--- src/rtl/max7219_display_sequencer_pkg.sv ---
// rtl/max7219_display_sequencer_pkg.sv - register map, word tables and FSM encoding for the display sequencer
package display_pkg;

    localparam logic [7:0] REG_DIGIT0    = 8'h01;
    localparam logic [7:0] REG_DIGIT1    = 8'h02;
    localparam logic [7:0] REG_DIGIT2    = 8'h03;
    localparam logic [7:0] REG_DIGIT3    = 8'h04;
    localparam logic [7:0] REG_DECODE    = 8'h09;
    localparam logic [7:0] REG_INTENSITY = 8'h0A;
    localparam logic [7:0] REG_SCAN      = 8'h0B;
    localparam logic [7:0] REG_SHUTDOWN  = 8'h0C;
    localparam logic [7:0] REG_TEST      = 8'h0F;

    localparam int INIT_LEN    = 5;
    localparam int REFRESH_LEN = 4;

    typedef enum logic [1:0] {
        ST_INIT,
        ST_IDLE,
        ST_REFRESH,
        ST_PAUSE
    } seq_state_e;

    function automatic logic [15:0] init_word(input logic [2:0] idx, input logic [3:0] intensity);
        logic [15:0] w;
        case (idx)
            3'd0:    w = {REG_SHUTDOWN, 8'h01};
            3'd1:    w = {REG_SCAN, 8'h03};
            3'd2:    w = {REG_DECODE, 8'hFF};
            3'd3:    w = {REG_INTENSITY, 4'h0, intensity};
            default: w = {REG_TEST, 8'h00};
        endcase
        return w;
    endfunction

    // Code-B value 0xF blanks the digit, used for a leading zero in the hours.
    function automatic logic [15:0] refresh_word(input logic [1:0] idx, input logic [7:0] hours,
                                                 input logic [7:0] minutes, input logic blank);
        logic [15:0] w;
        case (idx)
            2'd0:    w = {REG_DIGIT0, 4'h0, minutes[3:0]};
            2'd1:    w = {REG_DIGIT1, 4'h0, minutes[7:4]};
            2'd2:    w = {REG_DIGIT2, 4'h0, hours[3:0]};
            default: w = (blank && hours[7:4] == 4'h0) ? {REG_DIGIT3, 8'h0F}
                                                       : {REG_DIGIT3, 4'h0, hours[7:4]};
        endcase
        return w;
    endfunction

endpackage

--- src/rtl/max7219_display_sequencer_if.sv ---
// rtl/max7219_display_sequencer_if.sv - three-wire serial display bus (data, load, shift clock)
interface max7219_display_sequencer_if;
    logic serial_dout;
    logic serial_load;
    logic serial_clk;

    modport master (output serial_dout, output serial_load, output serial_clk);
    modport slave  (input serial_dout, input serial_load, input serial_clk);
endinterface

--- src/rtl/max7219_display_sequencer_serial_word_tx.sv ---
// rtl/max7219_display_sequencer_serial_word_tx.sv - shifts one 16-bit word out as a 35-phase load/clk/data frame
module serial_word_tx #(
    parameter int CLK_DIV = 4
) (
    input  logic        clk,
    input  logic        rst_n,
    input  logic        start,
    input  logic [15:0] word,
    output logic        done,
    max7219_display_sequencer_if.master bus
);

    localparam logic [7:0] DIV_LAST = 8'(CLK_DIV - 1);
    // Phase 0 is the load lead-in, phases 1..32 alternate clk low/high per bit,
    // 33 is the clk-low tail and 34 the load-high inter-word gap.
    localparam logic [5:0] STEP_GAP = 6'd34;

    logic        active_q, active_d;
    logic [5:0]  step_q, step_d;
    logic [7:0]  div_q, div_d;
    logic [15:0] word_q, word_d;
    logic        load_q, load_d;
    logic        sclk_q, sclk_d;
    logic        dout_q, dout_d;

    always_comb begin
        active_d = active_q;
        step_d   = step_q;
        div_d    = div_q;
        word_d   = word_q;
        done     = 1'b0;

        if (active_q) begin
            if (div_q == DIV_LAST) begin
                div_d = '0;
                if (step_q == STEP_GAP) begin
                    done     = 1'b1;
                    active_d = 1'b0;
                end else begin
                    step_d = step_q + 6'd1;
                end
            end else begin
                div_d = div_q + 8'd1;
            end
        end

        if (start) begin
            active_d = 1'b1;
            step_d   = '0;
            div_d    = '0;
            word_d   = word;
        end

        // Pins are registered from the next-phase values so they change cleanly on phase boundaries.
        load_d = !active_d || (step_d == STEP_GAP);
        sclk_d = active_d && !step_d[0] && (step_d >= 6'd2) && (step_d <= 6'd32);
        dout_d = dout_q;
        if (active_d && step_d[0] && (step_d <= 6'd31)) begin
            dout_d = word_d[~step_d[4:1]];
        end
    end

    always_ff @(posedge clk or negedge rst_n) begin
        if (!rst_n) begin
            active_q <= 1'b0;
            step_q   <= '0;
            div_q    <= '0;
            word_q   <= '0;
            load_q   <= 1'b1;
            sclk_q   <= 1'b0;
            dout_q   <= 1'b0;
        end else begin
            active_q <= active_d;
            step_q   <= step_d;
            div_q    <= div_d;
            word_q   <= word_d;
            load_q   <= load_d;
            sclk_q   <= sclk_d;
            dout_q   <= dout_d;
        end
    end

    assign bus.serial_load = load_q;
    assign bus.serial_clk  = sclk_q;
    assign bus.serial_dout = dout_q;

endmodule

--- src/rtl/max7219_display_sequencer.sv ---
// rtl/max7219_display_sequencer.sv - init then HH:MM refresh sequencer for a MAX7219 bus; BLANK_LEADING_ZERO_EN blanks hours tens 0
module max7219_display_sequencer
    import display_pkg::*;
#(
    parameter int         CLK_DIV   = 4,
    parameter logic [3:0] INTENSITY = 4'h8
) (
    input  logic       i_clk,
    input  logic       i_reset_n,
    input  logic       i_en,
    input  logic       i_update,
    input  logic [7:0] i_hours_bcd,
    input  logic [7:0] i_minutes_bcd,
    output logic       o_busy,
    max7219_display_sequencer_if.master bus
);

`ifdef BLANK_LEADING_ZERO_EN
    localparam logic BLANK_EN = 1'b1;
`else
    localparam logic BLANK_EN = 1'b0;
`endif

    localparam logic [2:0] INIT_LAST    = 3'(INIT_LEN - 1);
    localparam logic [2:0] REFRESH_LAST = 3'(REFRESH_LEN - 1);

    seq_state_e  state_q, state_d;
    logic [2:0]  idx_q, idx_d;
    logic        inflight_q, inflight_d;
    logic        pending_q, pending_d;
    logic        mode_refresh_q, mode_refresh_d;
    logic [15:0] shadow_q, shadow_d;

    logic        tx_start;
    logic [15:0] tx_word;
    logic        tx_done;
    logic        refresh_go;
    logic        begin_refresh;
    logic [2:0]  last_idx;
    logic [2:0]  next_idx;

    function automatic logic [15:0] seq_word(input logic refresh, input logic [2:0] idx,
                                             input logic [15:0] shadow);
        return refresh ? refresh_word(idx[1:0], shadow[15:8], shadow[7:0], BLANK_EN)
                       : init_word(idx, INTENSITY);
    endfunction

    always_comb begin
        state_d        = state_q;
        idx_d          = idx_q;
        inflight_d     = inflight_q;
        pending_d      = pending_q | i_update;
        mode_refresh_d = mode_refresh_q;
        shadow_d       = shadow_q;
        tx_start       = 1'b0;
        tx_word        = '0;
        begin_refresh  = 1'b0;
        refresh_go     = i_en && (pending_q || i_update);
        last_idx       = mode_refresh_q ? REFRESH_LAST : INIT_LAST;
        next_idx       = idx_q + 3'd1;

        case (state_q)
            ST_INIT, ST_REFRESH: begin
                if (!inflight_q) begin
                    // Only reached straight out of reset, before the first init word.
                    if (i_en) begin
                        tx_start   = 1'b1;
                        tx_word    = seq_word(mode_refresh_q, idx_q, shadow_q);
                        inflight_d = 1'b1;
                    end
                end else if (tx_done) begin
                    if (idx_q == last_idx) begin
                        if (refresh_go) begin
                            begin_refresh = 1'b1;
                        end else begin
                            state_d    = ST_IDLE;
                            inflight_d = 1'b0;
                        end
                    end else begin
                        idx_d = next_idx;
                        if (i_en) begin
                            tx_start = 1'b1;
                            tx_word  = seq_word(mode_refresh_q, next_idx, shadow_q);
                        end else begin
                            state_d    = ST_PAUSE;
                            inflight_d = 1'b0;
                        end
                    end
                end
            end
            ST_PAUSE: begin
                if (i_en) begin
                    tx_start   = 1'b1;
                    tx_word    = seq_word(mode_refresh_q, idx_q, shadow_q);
                    inflight_d = 1'b1;
                    state_d    = mode_refresh_q ? ST_REFRESH : ST_INIT;
                end
            end
            default: begin
                if (refresh_go) begin
                    begin_refresh = 1'b1;
                end
            end
        endcase

        // The first refresh word uses the live inputs since the shadow only loads at this edge.
        if (begin_refresh) begin
            state_d        = ST_REFRESH;
            mode_refresh_d = 1'b1;
            idx_d          = '0;
            inflight_d     = 1'b1;
            pending_d      = 1'b0;
            shadow_d       = {i_hours_bcd, i_minutes_bcd};
            tx_start       = 1'b1;
            tx_word        = refresh_word(2'd0, i_hours_bcd, i_minutes_bcd, BLANK_EN);
        end
    end

    always_ff @(posedge i_clk or negedge i_reset_n) begin
        if (!i_reset_n) begin
            state_q        <= ST_INIT;
            idx_q          <= '0;
            inflight_q     <= 1'b0;
            pending_q      <= 1'b0;
            mode_refresh_q <= 1'b0;
            shadow_q       <= '0;
        end else begin
            state_q        <= state_d;
            idx_q          <= idx_d;
            inflight_q     <= inflight_d;
            pending_q      <= pending_d;
            mode_refresh_q <= mode_refresh_d;
            shadow_q       <= shadow_d;
        end
    end

    assign o_busy = (state_q != ST_IDLE) || pending_q;

    serial_word_tx #(
        .CLK_DIV (CLK_DIV)
    ) u_tx (
        .clk   (i_clk),
        .rst_n (i_reset_n),
        .start (tx_start),
        .word  (tx_word),
        .done  (tx_done),
        .bus   (bus)
    );

endmodule

--- src/flat_wrapper.sv ---
// flat-port wrapper written by rule: the top's interface ports become plain ports
module max7219_display_sequencer_flat import display_pkg::*;
#(
    parameter int         CLK_DIV   = 4,
    parameter logic [3:0] INTENSITY = 4'h8
)
  (i_clk, i_reset_n, i_en, i_update, i_hours_bcd, i_minutes_bcd, o_busy, bus_serial_dout, bus_serial_load, bus_serial_clk);
  max7219_display_sequencer_if bus_i ();
  input  logic i_clk;
  input  logic i_reset_n;
  input  logic i_en;
  input  logic i_update;
  input  logic [7:0] i_hours_bcd;
  input  logic [7:0] i_minutes_bcd;
  output logic o_busy;
  output wire logic [$bits(bus_i.serial_dout)-1:0] bus_serial_dout;
  output wire logic [$bits(bus_i.serial_load)-1:0] bus_serial_load;
  output wire logic [$bits(bus_i.serial_clk)-1:0] bus_serial_clk;
  assign bus_serial_dout = bus_i.serial_dout;
  assign bus_serial_load = bus_i.serial_load;
  assign bus_serial_clk = bus_i.serial_clk;
  max7219_display_sequencer #(.CLK_DIV(CLK_DIV), .INTENSITY(INTENSITY)) u_core (.i_clk(i_clk), .i_reset_n(i_reset_n), .i_en(i_en), .i_update(i_update), .i_hours_bcd(i_hours_bcd), .i_minutes_bcd(i_minutes_bcd), .o_busy(o_busy), .bus(bus_i));
endmodule
--- config.mk ---
export PLATFORM = sky130hd
export DESIGN_NAME = max7219_display_sequencer_flat
export DESIGN_NICKNAME = d
export VERILOG_FILES = /design/src/rtl/max7219_display_sequencer_pkg.sv /design/src/rtl/max7219_display_sequencer_if.sv /design/src/rtl/max7219_display_sequencer_serial_word_tx.sv /design/src/rtl/max7219_display_sequencer.sv /design/src/flat_wrapper.sv
export SDC_FILE = /design/constraint.sdc
export NUM_CORES = 1
export LEC_CHECK = 0
export BUFFER_PORTS_ARGS = -buffer_cell sky130_fd_sc_hd__buf_2
export CAP_MARGIN = 0
export CORE_ASPECT_RATIO = 0.9
export CORE_MARGIN = 2
export CORE_UTILIZATION = 39
export CTS_CLUSTER_SIZE = 24
export DETAILED_ROUTE_END_ITERATION = 10
export GPL_TIMING_DRIVEN = 0
export SLEW_MARGIN = 20
export SYNTH_ARGS = -nofsm -noshare
export SYNTH_HDL_FRONTEND = slang
export SYNTH_SLANG_ARGS = --single-unit
--- constraint.sdc ---
create_clock -name i_clk -period 3.5 [get_ports i_clk]
set_input_delay 0.7 -clock i_clk [delete_from_list [all_inputs] [get_ports i_clk]]
set_output_delay 0.7 -clock i_clk [all_outputs]
set_load 0.005 [all_outputs]
==> Yosys cells after proc, flatten, opt, wreduce, memory -nomap -nowiden <==
Index checks and enable logic that the tools add are counted.
{ "classes": {"n_addsub": 3, "order_cmp": 4, "eq_ne": 23, "muxes": 63, "bitwise": 2, "reduce_logical": 25} }
{ "op_table": {"columns": ["op", "count"], "rows": [
  ["16-bit 2-to-1 mux", 7],
  ["11-bit one-hot mux with 4 select lines", 2],
  ["11-bit one-hot mux with 3 select lines", 2],
  ["16-bit one-hot mux with 2 select lines", 1],
  ["12-bit 2-to-1 mux", 2],
  ["6-bit 2-to-1 mux", 4],
  ["8-bit 2-to-1 mux", 3],
  ["1-bit 2-to-1 mux", 23],
  ["3-bit 2-to-1 mux", 6],
  ["2-bit 2-to-1 mux", 8],
  ["3-bit by 2-bit == test with 1-bit output, second input constant", 4],
  ["6-bit == test, second input constant", 2],
  ["8-bit by 1-bit adder with 8-bit output, second input constant", 1],
  ["2-bit == test, second input constant", 4],
  ["8-bit by 2-bit == test with 1-bit output, second input constant", 1],
  ["2-bit nonzero test", 4],
  ["6-bit by 1-bit adder with 6-bit output, second input constant", 1],
  ["3-bit by 1-bit == test with 1-bit output, second input constant", 2],
  ["6-bit by 2-bit >= comparator with 1-bit output, second input constant", 1],
  ["6-bit by 5-bit less-or-equal comparator with 1-bit output, second input constant", 1],
  ["6-bit less-or-equal comparator, second input constant", 1],
  ["1-bit logical AND", 6],
  ["2-bit zero test", 3],
  ["3-bit zero test", 2],
  ["other kinds (21)", 29]
]} }
{ "totals": {"regBits": 58, "input_bits": 20, "out_inout_bits": 4, "word_cells": 133} }

==> Longest topological paths before layout <==
Gate-level depths: netlist of run 1.
{ "logic_depth": {"depth_word": 13, "depth_mapped": 11, "ltp_nobuf": 11} }

==> By module <==
Synthesis of run 1 repeated with hierarchy kept, for this count alone.
{ "hier_totals": {"cells_unflattened": 349, "hier_area_um2": 3528.4} }
{ "by_module_without_submodules": {"columns": ["mod", "n_inst", "cells_each", "area_each_um2", "seq_area_each_um2"], "rows": [
  ["max7219_display_sequencer", 1, 195, 1815.5, 600.6],
  ["serial_word_tx", 1, 154, 1712.9, 852.1]
]} }

==> Least setup slack after synthesis of run 1 <==
OpenSTA, ideal clock, no wires.
{ "synth_path": {"path_type": "register to register", "from": "register u_core.idx_q[0]", "to": "register u_core.u_tx.dout_q, in the netlist u_core.u_tx.bus.serial_dout", "setup_time_ns": 0.124, "arrival_time_ns": 2.596, "required_time_ns": 3.376, "setup_slack_ns": 0.780, "stages_incl_launch_ff": 10, "path_buffers": 0, "period_less_slack_ns": 2.720, "cell_sequence": "dfrtp_1 -> or4b_2 -> nand3_1 -> o41a_1 -> nand3_4 -> inv_4 -> mux2_1 -> o41ai_1 -> nor4_1 -> a211o_1"} }
{ "synth_via": {"word_cells_on_any_way": 47, "classes_between": "1 x add/sub; 1 x order compare; 11 x eq/ne; 27 x mux; 1 x bitwise; 6 x reduce/logical"} }
{ "synth_rtl": {"columns": ["item", "line", "source"], "rows": [
  ["start, declared", "max7219_display_sequencer.sv:28", "logic [2:0] idx_q, idx_d;"],
  ["start signal, assigned", "max7219_display_sequencer.sv:129", "idx_q <= idx_d;"],
  ["3-bit == test *", "max7219_display_sequencer.sv:72", "if (idx_q == last_idx) begin"],
  ["1-bit 2-to-1 mux", "max7219_display_sequencer.sv:72", null],
  ["1-bit 2-to-1 mux", "max7219_display_sequencer.sv:71", "end else if (tx_done) begin"],
  ["1-bit 2-to-1 mux", "max7219_display_sequencer.sv:64", "if (!inflight_q) begin"],
  ["1-bit one-hot mux with 2 select lines", "max7219_display_sequencer.sv:62", "case (state_q)"],
  ["1-bit 2-to-1 mux *", "max7219_display_sequencer.sv:107", "if (begin_refresh) begin"],
  ["6-bit 2-to-1 mux *", "max7219_display_sequencer_serial_word_tx.sv:47", "if (start) begin"],
  ["via u_core.u_tx.step_d[1]", "max7219_display_sequencer_serial_word_tx.sv:19", "logic [5:0] step_q, step_d;"],
  ["4-bit inverter", "max7219_display_sequencer_serial_word_tx.sv:59", "dout_d = word_d[~step_d[4:1]];"],
  ["1-bit binary-select mux with 4-bit select", "max7219_display_sequencer_serial_word_tx.sv:59", null],
  ["1-bit 2-to-1 mux (implied by the code)", "max7219_display_sequencer_serial_word_tx.sv:59", null],
  ["end signal, assigned", "max7219_display_sequencer_serial_word_tx.sv:79", "dout_q <= dout_d;"],
  ["end, declared", "max7219_display_sequencer_serial_word_tx.sv:24", "logic dout_q, dout_d;"]
]} }
Mark *: on every way through the listed nets, which the timed path passes. The rest lies on a longest branch. The select of a mux whose other input is x is not followed.
A chain may end at the register's enable or synchronous reset.

==> Worst setup path in the final report of run 1 <==
{ "layout_path": {"from": "register u_core.u_tx.div_q[0]", "to": "register u_core.u_tx.dout_q, in the netlist u_core.u_tx.bus.serial_dout"} }
{ "layout_via": {"elab_chain_len": 11, "word_cells_on_any_way": 27, "classes_between": "1 x order compare; 1 x eq/ne; 22 x mux; 1 x bitwise; 2 x reduce/logical"} }
{ "layout_lines": {"columns": ["item", "line", "source"], "rows": [
  ["start, declared", "max7219_display_sequencer_serial_word_tx.sv:20", "logic [7:0] div_q, div_d;"],
  ["start signal, assigned", "max7219_display_sequencer_serial_word_tx.sv:75", "div_q <= div_d;"],
  ["8-bit by 2-bit == test with 1-bit output *", "max7219_display_sequencer_serial_word_tx.sv:34", "if (div_q == DIV_LAST) begin"],
  ["1-bit 2-to-1 mux", "max7219_display_sequencer_serial_word_tx.sv:34", null],
  ["1-bit 2-to-1 mux", "max7219_display_sequencer_serial_word_tx.sv:33", "if (active_q) begin"],
  ["1-bit 2-to-1 mux", "max7219_display_sequencer.sv:71", null],
  ["1-bit 2-to-1 mux", "max7219_display_sequencer.sv:64", null],
  ["1-bit one-hot mux with 2 select lines", "max7219_display_sequencer.sv:62", null],
  ["1-bit 2-to-1 mux", "max7219_display_sequencer.sv:107", null],
  ["6-bit 2-to-1 mux *", "max7219_display_sequencer_serial_word_tx.sv:47", null],
  ["via u_core.u_tx.step_d[1]", "max7219_display_sequencer_serial_word_tx.sv:19", null],
  ["4-bit inverter", "max7219_display_sequencer_serial_word_tx.sv:59", null],
  ["1-bit binary-select mux with 4-bit select", "max7219_display_sequencer_serial_word_tx.sv:59", null],
  ["1-bit 2-to-1 mux (implied by the code)", "max7219_display_sequencer_serial_word_tx.sv:59", null]
]} }
Marks and branches as above.

==> results.md, run 1 <==
- Net Count, Synth: 424
- Die Wd: just over 100 microns
- Final hold vios: 0
- Grt ovf: 0
- CTS Buf Count: 9
- Unique masters post-synth: 63
- Final core utilization: 0.4531
- First-pass GRT wire length: about 15000 microns
- Largest net degree at the start of global routing: 59
- Register area share after synthesis: 0.4234
- Synthesis warning total: 0
- Sw Ratio: 0.4123
- GRT Util Overall: 0.2013
- Sequential cell fraction of total power: 0.387
- Crit path time final: between 3 and 4 ns
- HP Class: primary input to asynchronous set/reset pin
- Initial antenna violation count: 0
- Leakage: 1.814 nW
- Via/cell ratio: 5.489
- CP bufs+invs: 1
- Root Buffer Master: clkbuf_8
- TNS Setup: 0 ns
- Reg2Reg Launch Point: u_core.u_tx.div_q[0]$_DFFE_PN0P_
- Syn Inst Count: 394
- PD cells: 677.1 nW/um^2
- Worst R2R Path Depth: 10
- Die Area: between 9000 and 10000 sq um
- Top post-synthesis cells by area: dfrtp_1 42%, nand2_1 8.8%, ha_1 3.6%
- Placed cells: between 500 and 600
- Gate power share: 0.399
- Register Area: 1453 sq um
- Post-CTS Setup Bufs: 0
- Slew Viols, Final: 0
- Setup CP Type: flip-flop to flip-flop
- CORE AREA: 8568 sq um
- CP max stage delay: around 0.64 ns
- Peak Freq: 313.9 MHz
- WL final: 8700 microns
- Final Non-Filler Cells: 552
- Count of input and output buffers: 23
- # fillers: roughly 900
- Bufs on Longest Clock Path: 2
- Area occupied by multi-input gates: 1868 sq um
- Cell area after synthesis: 3431 sq um
- ANT nets after route: 0
- Yosys reg bits: 58
- FF-to-FF End: u_core.u_tx.bus.serial_dout$_DFFE_PN0P_
- Total Power: between 0.002 and 0.003 W
- Sinks on the clock net: just under 60
- Clk Latency, worst-skew pair: 0.34 ns
- Largest area contributor in the netlist: dfrtp_1
- Setup Skew: 0.008285 ns
- Crit share post-route: 0.9102
- Via count: approximately 3000
- Crit-path slowest cell: a31oi_1
- Vias in the first global route: 2998
- Asr flop ratio synth: 1.000
- Worst EP required: 3.73 ns
- CTS tree: yes
- Mean post-synth cell area: around 8.7 sq um
- Crit-path max FO: 6
- Worst path cell trace: ha_1, and4bb_2, a21oi_1, a31oi_1, nand3_4, inv_4, mux2_1, o41ai_1, nor4_1, a211o_1
- Antenna fix cells: 0
- Post-cts gate resize count: 0
- Hold buffer count at CTS: 0
- Dpl hpwl: 6343 microns
- Reg2Reg Setup Slack: between 0.3 and 0.4 ns
- NetSw: 0.001084 W
- Crit start category: flip-flop
- I/O pin count: 24
- GPL Wtd Cong: 0.9701
- Worst EP arrival: 3.41 ns
- Initial core utilization: 0.4004
- Top-count cell post-synth: nand2_1
- DRC: 0
- Clk slew on worst S/H paths: 0.07 ns
- Area Growth Syn to Fin: 13.17%
- Crit. End Element: flip-flop
- Setup violations, final: 0
- Clock power share: 0.214
- Number of synthesized flops with an enable pin: 0
- H-tree depth: 3
- Post-synth top flop: dfrtp_1
- Avg WL per Cell: 15.76 microns
- Peak VDD IR: 0.0002859 V
- Top Family by Delay on Critical Path: compound AO/OA/AOI/OAI gates
- Internal power: roughly 0.0015 W
- Slew @ Worst Pin: 0.8312 ns
- Commonest cells post-synth: 80 x nand2_1, 57 x dfrtp_1, 31 x nor2_1
- Status: finished, final reports clean
- Initial DRC Count: between 200 and 250
- Layout cells sized above 1: 0.1316
- Post-synth top area share: 0.4158
- RSZ-0062 raised after global routing: false
- Core Rows: 32
- # nets final: 458
- Worst rel slew slack: 0.4433
- Max cap viols: 0
- Die span in y: 92.98 microns
- Drt pass-1 iters: 5
-- sequential cells by signal (all words and copies together) (netlist names) --
name / count
u_core.shadow_q: 16
u_core.u_tx.word_q: 16
u_core.u_tx.div_q: 8
u_core.u_tx.step_q: 6
u_core.idx_q: 3
u_core.state_q: 2
u_core.inflight_q: 1
u_core.mode_refresh_q: 1
u_core.pending_q: 1
u_core.u_tx.active_q: 1
u_core.u_tx.bus.serial_clk: 1
u_core.u_tx.bus.serial_dout: 1
u_core.u_tx.bus.serial_load: 1
-- placed cells by master (no fill, tap or decap), types with 3 or more instances in the layout --
cell type and n:
nor2_1 31, xor2_1 6, o211ai_1 3, nor2b_1 5, buf_2 23, a21o_1 7, or2_2 3, a31oi_1 4
a222oi_1 6, nand4_1 3, nand2_1 80, clkbuf_1 16, nor4_1 6, a21oi_1 21, nor3b_1 3, o22ai_1 3
clkinvlp_4 3, and2_1 4, xnor2_1 5, o21ai_0 17, ha_1 10, o21a_1 3, nand2b_1 4, o41ai_1 3
clkbuf_8 10, dfrtp_1 57, inv_1 11, and3_1 7, nand3_1 13, mux2i_1 6, nor3_1 11
-- routing by layer --
metal | global-route usage | vias up | routed length [microns]
li1 | - | 1480 | -
met1 | 0.3055 | 1453 | 4390
met2 | 0.2925 | 87 | 3761
met3 | 0.04185 | 10 | 448
met4 | 0.05044 | 0 | 99
met5 | 0 | - | 0
-- how the worst max path moves through the flow --
| stage | startpoint | endpoint | slack, ns | depth (start not counted) |
|---|---|---|---|---|
| 2_1_floorplan | u_core.idx_q[0]$_DFFE_PN0P_ | u_core.u_tx.bus.serial_dout$_DFFE_PN0P_ | 0.78 | 9 |
| 3_3_place_gp | i_update | u_core.u_tx.bus.serial_dout$_DFFE_PN0P_ | 0.34 | 10 |
| 3_5_place_dp | i_update | u_core.u_tx.bus.serial_dout$_DFFE_PN0P_ | 0.36 | 10 |
| 4_1_cts | u_core.u_tx.div_q[0]$_DFFE_PN0P_ | u_core.u_tx.bus.serial_dout$_DFFE_PN0P_ | 0.35 | 10 |
| 5_1_grt | u_core.u_tx.div_q[0]$_DFFE_PN0P_ | u_core.u_tx.bus.serial_dout$_DFFE_PN0P_ | 0.19 | 10 |
| 6_report | u_core.u_tx.div_q[0]$_DFFE_PN0P_ | u_core.u_tx.bus.serial_dout$_DFFE_PN0P_ | 0.31 | 10 |
-- cells by family after synthesis --
logic type | synth area share
and+or+nand+nor | 0.2786
muxes | 0.02735
AOI/OAI and AO/OA | 0.1721
adders and majority gates | 0.03647
buffers and inverters | 0.03392
xor gates and xnor gates | 0.02808
DFF | 0.4234
-- power by group through the flow --
stage | clock network, W | logic (W) | registers (W)
3_5_place_dp | 0 | 0.00103 | 0.00103
2_1_floorplan | 0 | 0.000796 | 0.000984
4_1_cts | 0.000581 | 0.00104 | 0.00102
3_3_place_gp | 0 | 0.00103 | 0.00102
5_1_grt | 0.000619 | 0.00117 | 0.00105
6_report | 0.000564 | 0.00105 | 0.00102
-- cell type report --
cell class	instances	area share
Multi-Input combinational cell	306	0.4811
Inverter	12	0.01225
Clock inverter	6	0.01063
Buffer	18	0.01772
Sequential cell	58	0.3742
Tap cell	119	0.03835
Clock buffer	10	0.03545
Timing Repair Buffer	23	0.03029
-- through the flow --
step / hold slack [ns] / setup slack [ns] / area (sq um)
after floorplan: 0.4044 / 0.7799 / 3431
after global placement: 0.4390 / 0.3397 / 3695
after detailed placement: 0.4595 / 0.3599 / 3697
after CTS: 0.4542 / 0.3462 / 3876
after global routing: 0.4873 / 0.1881 / 3882
final: 0.4317 / 0.3144 / 3882
(Power assumes the default switching activity.)
==> inputs of run 2 (changes only) <==
Settings changed: ABC_AREA set to 1, PLACE_DENSITY set to 0.65, SKIP_CTS_REPAIR_TIMING set to 1.
==> run 2 against run 1 <==
  * Core utilization up 0.087 points
  * Wire length is 7.3% higher
  * Clock-buffer cell count up 1
  * First-iteration DRC count rose by 31%
  * Synthesized cell count rose by 27%
  * Clock skew up 0.0030 ns
  * Cell count grew 20%
  * Power rose by 6.8%
  * Die area rose by 5.7%
  * Highest routed layer unchanged
==> results.md, run 2 <==
- Status: finished, final reports clean
- Final hold slack: 0.3931 ns (-0.03868 ns)
- First-pass GRT wire length: 15680 microns (+5.6%)
- Count of input and output buffers: 23 (unchanged)
- Asr flop ratio synth: 1.000 (unchanged)
- Post-synth top area share: 0.3926 (-0.02319)
- Setup ws final: 0.8854 ns (+0.5710 ns)
- CTS tree: yes
- Worst EP arrival: 2.86 ns (-0.55 ns)
- Commonest non-fill, non-tap cell in the layout: nand2_1
- Reg2Reg Launch Point: u_core.idx_q[0]$_DFFE_PN0P_
- Largest net degree at the start of global routing: 59 (unchanged)
- Crit. End Element: flip-flop
- Commonest cells after routing, fill and taps aside: 133 x nand2_1, 57 x dfrtp_1, 54 x nor2_1
- Die span in y: 95.57 microns (+2.8%)
- Register area share after synthesis: 0.3998 (-0.02362)
- Design Area, Final: 4124 sq um (+6.2%)
- Top post-synthesis cells by area: dfrtp_1 39%, nand2_1 14%, nand3_1 6.3%
- Setup Skew: 0.01126 ns (+0.002978 ns)
- Synthesis warning total: 0 (unchanged)
- Slew @ Worst Pin: 0.7412 ns (-0.09000 ns)
- CP startpoint: u_core.idx_q[0]$_DFFE_PN0P_
- CORE AREA: 9084 sq um (+6.0%)
- Clk Latency, worst-skew pair: 0.36 ns (+0.02 ns)
- ANT nets after route: 0 (unchanged)
- I/O pin count: 24 (unchanged)
- CTS Buf Count: 9 (unchanged)
- TNS Setup: 0 ns (unchanged)
- Setup CP Type: flip-flop to flip-flop
- Worst rel slew slack: 0.5058 (+0.06259)
- Peak VDD IR: 0.0003728 V (+30%)
- GPL Wtd Cong: 0.9830 (+1.3%)
- Number of synthesized flops with an enable pin: 0 (unchanged)
- Crit path time final: 2.615 ns (-0.5710 ns)
- Final hold vios: 0 (unchanged)
- HP Class: primary input to asynchronous set/reset pin
- Layout cells sized above 1: 0.1481 (+0.01651)
- Grt ovf: 0 (unchanged)
- Slew Viols, Final: 0 (unchanged)
- Placed Instance Area: 3904 sq um (+5.6%)
- Final core utilization: 0.4540 (+0.0008690)
- Largest area contributor in the netlist: dfrtp_1
- Post-synth top flop: dfrtp_1
- Bufs on Longest Clock Path: 2 (unchanged)
- Antenna fix cells: 0 (unchanged)
- Sinks on the clock net: 58 (unchanged)
- Initial core utilization: 0.4000 (-0.0004088)
- Drt pass-1 iters: 5 (unchanged)
- Area Growth Syn to Fin: 13.50%
- Unique masters post-synth: 45 (-29%)
- PD cells: 680.6 nW/um^2 (+0.52%)
- Worst R2R Path Depth: 15 (+5)
- Vias in the first global route: 3138 (+4.7%)
- Dpl hpwl: 6717 microns (+5.9%)
- Die Wd: 105.7 microns (+2.8%)
- Commonest cells post-synth: 133 x nand2_1, 57 x dfrtp_1, 54 x nor2_1
- Leakage: 2.088 nW (+15%)
- Clk slew on worst S/H paths: 0.07 ns (about the same)
- Peak Freq: 382.5 MHz (+22%)
- Crit start category: flip-flop
- RSZ-0062 raised after global routing: false
- Syn Inst Count: 501 (+27%)
- Crit share post-route: 0.7470 (-0.1631)
- WL final: 9334 microns (+7.3%)
- DRC: 0 (unchanged)
- Crit-path max FO: 10 (+4)
- Via/cell ratio: 5.227 (-4.8%)
- FF-to-FF End: u_core.u_tx.bus.serial_dout$_DFFE_PN0P_
- Reg2Reg Setup Slack: 0.89 ns (+0.57 ns)
- Max cap viols: 0 (unchanged)
- Initial antenna violation count: 0 (unchanged)
- Root Buffer Master: clkbuf_8
- Top flop regs: u_core.shadow_q (16), u_core.u_tx.word_q (16), u_core.u_tx.div_q (8)
- Setup violations, final: 0 (unchanged)
- # nets final: 565 (+23%)
- Worst EP required: 3.75 ns (+0.02 ns)
- Mean post-synth cell area: 7.252 sq um (-17%)
- Via count: 3460 (+14%)
- Top-count cell post-synth: nand2_1
- H-tree depth: 3 (unchanged)
- Initial DRC Count: 325 (+31%)
- Die Area: 10110 sq um (+5.7%)
- GRT Util Overall: 0.2006 (-0.0006423)
- Yosys reg bits: 58 (unchanged)
- Avg WL per Cell: 14.10 microns (-11%)
- Pre-CTS setup slack: 0.7346 ns (+0.3746 ns)
- Cell area after synthesis: 3633 sq um (+5.9%)
- Net Count, Synth: 531 (+25%)
- Core Rows: 33 (+3.1%)
run 2: cell types whose count changed in the layout (fill, tap and decap cells not counted), sizes merged, moves of 6 or more:
cell	before	now
a222oi	6	0
nand4	3	9
mux2i	6	0
and3	7	0
o21ai	19	33
inv	13	63
clkbuf	26	18
nand2	81	139
a21o	7	1
nand3	14	48
nor2	31	67
nor4	9	3
run 2: final cells by class:
class,count,area [sq um]
sequential,58,1453
tap,122,152.6
clock buffer,11,141.4
fill,943,4960
timing repair buffer,23,117.6
inverter,64,240.2
clock inverter,5,78.83
buffer,10,46.29
multi-input combinational,369,1894
run 2: worst max path at each step:
stage                                                    endpoint  slack (ns)  depth (start not counted)
final                     u_core.u_tx.bus.serial_dout$_DFFE_PN0P_        0.89                         15
after global routing      u_core.u_tx.bus.serial_dout$_DFFE_PN0P_        0.60                         15
after CTS                 u_core.u_tx.bus.serial_dout$_DFFE_PN0P_        0.90                         15
after detailed placement  u_core.u_tx.bus.serial_dout$_DFFE_PN0P_        0.73                         16
after global placement    u_core.u_tx.bus.serial_dout$_DFFE_PN0P_        0.76                         17
after floorplan           u_core.u_tx.bus.serial_dout$_DFFE_PN0P_        1.28                         16
run 2: cells by family after synthesis:
logic type,share of synthesized area
flops,0.3998
compound gates,0.1164
buf+inv,0.07885
fa+ha+maj,0.03444
simple gates,0.3561
xor+xnor,0.01446
run 2: power breakdown:
part	internal [W]	total [W]	switching (W)	leakage, nW
Sequential	0.000858	0.000988	0.000131	0.740
Combinational	0.000384	0.00111	0.000723	1.23
Clock	0.000419	0.000711	0.000292	0.113
Total	0.00166	0.00281	0.00115	2.09
run 2: metrics by stage:
stage,instances,power (W)
2_1_floorplan,501,0.001799
3_3_place_gp,646,0.002066
3_5_place_dp,646,0.002086
4_1_cts,662,0.002803
5_1_grt,662,0.003015
6_report,662,0.002807
run 2: critical path: stages, from the launching register on:
cell and delay, ns:
dfrtp_1 0.48, inv_1 0.18, ha_1 0.16, clkbuf_1 0.38
nor2_1 0.14, o21ai_0 0.30, a21oi_1 0.11, a21o_1 0.19
nand2_1 0.08, nand3_1 0.08, nand3_1 0.08, nand3_1 0.08
nand2_1 0.09, nand2_1 0.07, nand2_1 0.06, nand2_1 0.05
run 2: per-layer routing:
metal	vias up	track usage	wire length (microns)	share of wire
li1	1699	-	-	-
met1	1605	0.2947	4539	0.49
met2	136	0.2882	3990	0.43
met3	20	0.04101	613	0.066
met4	0	0.07895	192	0.021
met5	-	0	0	0
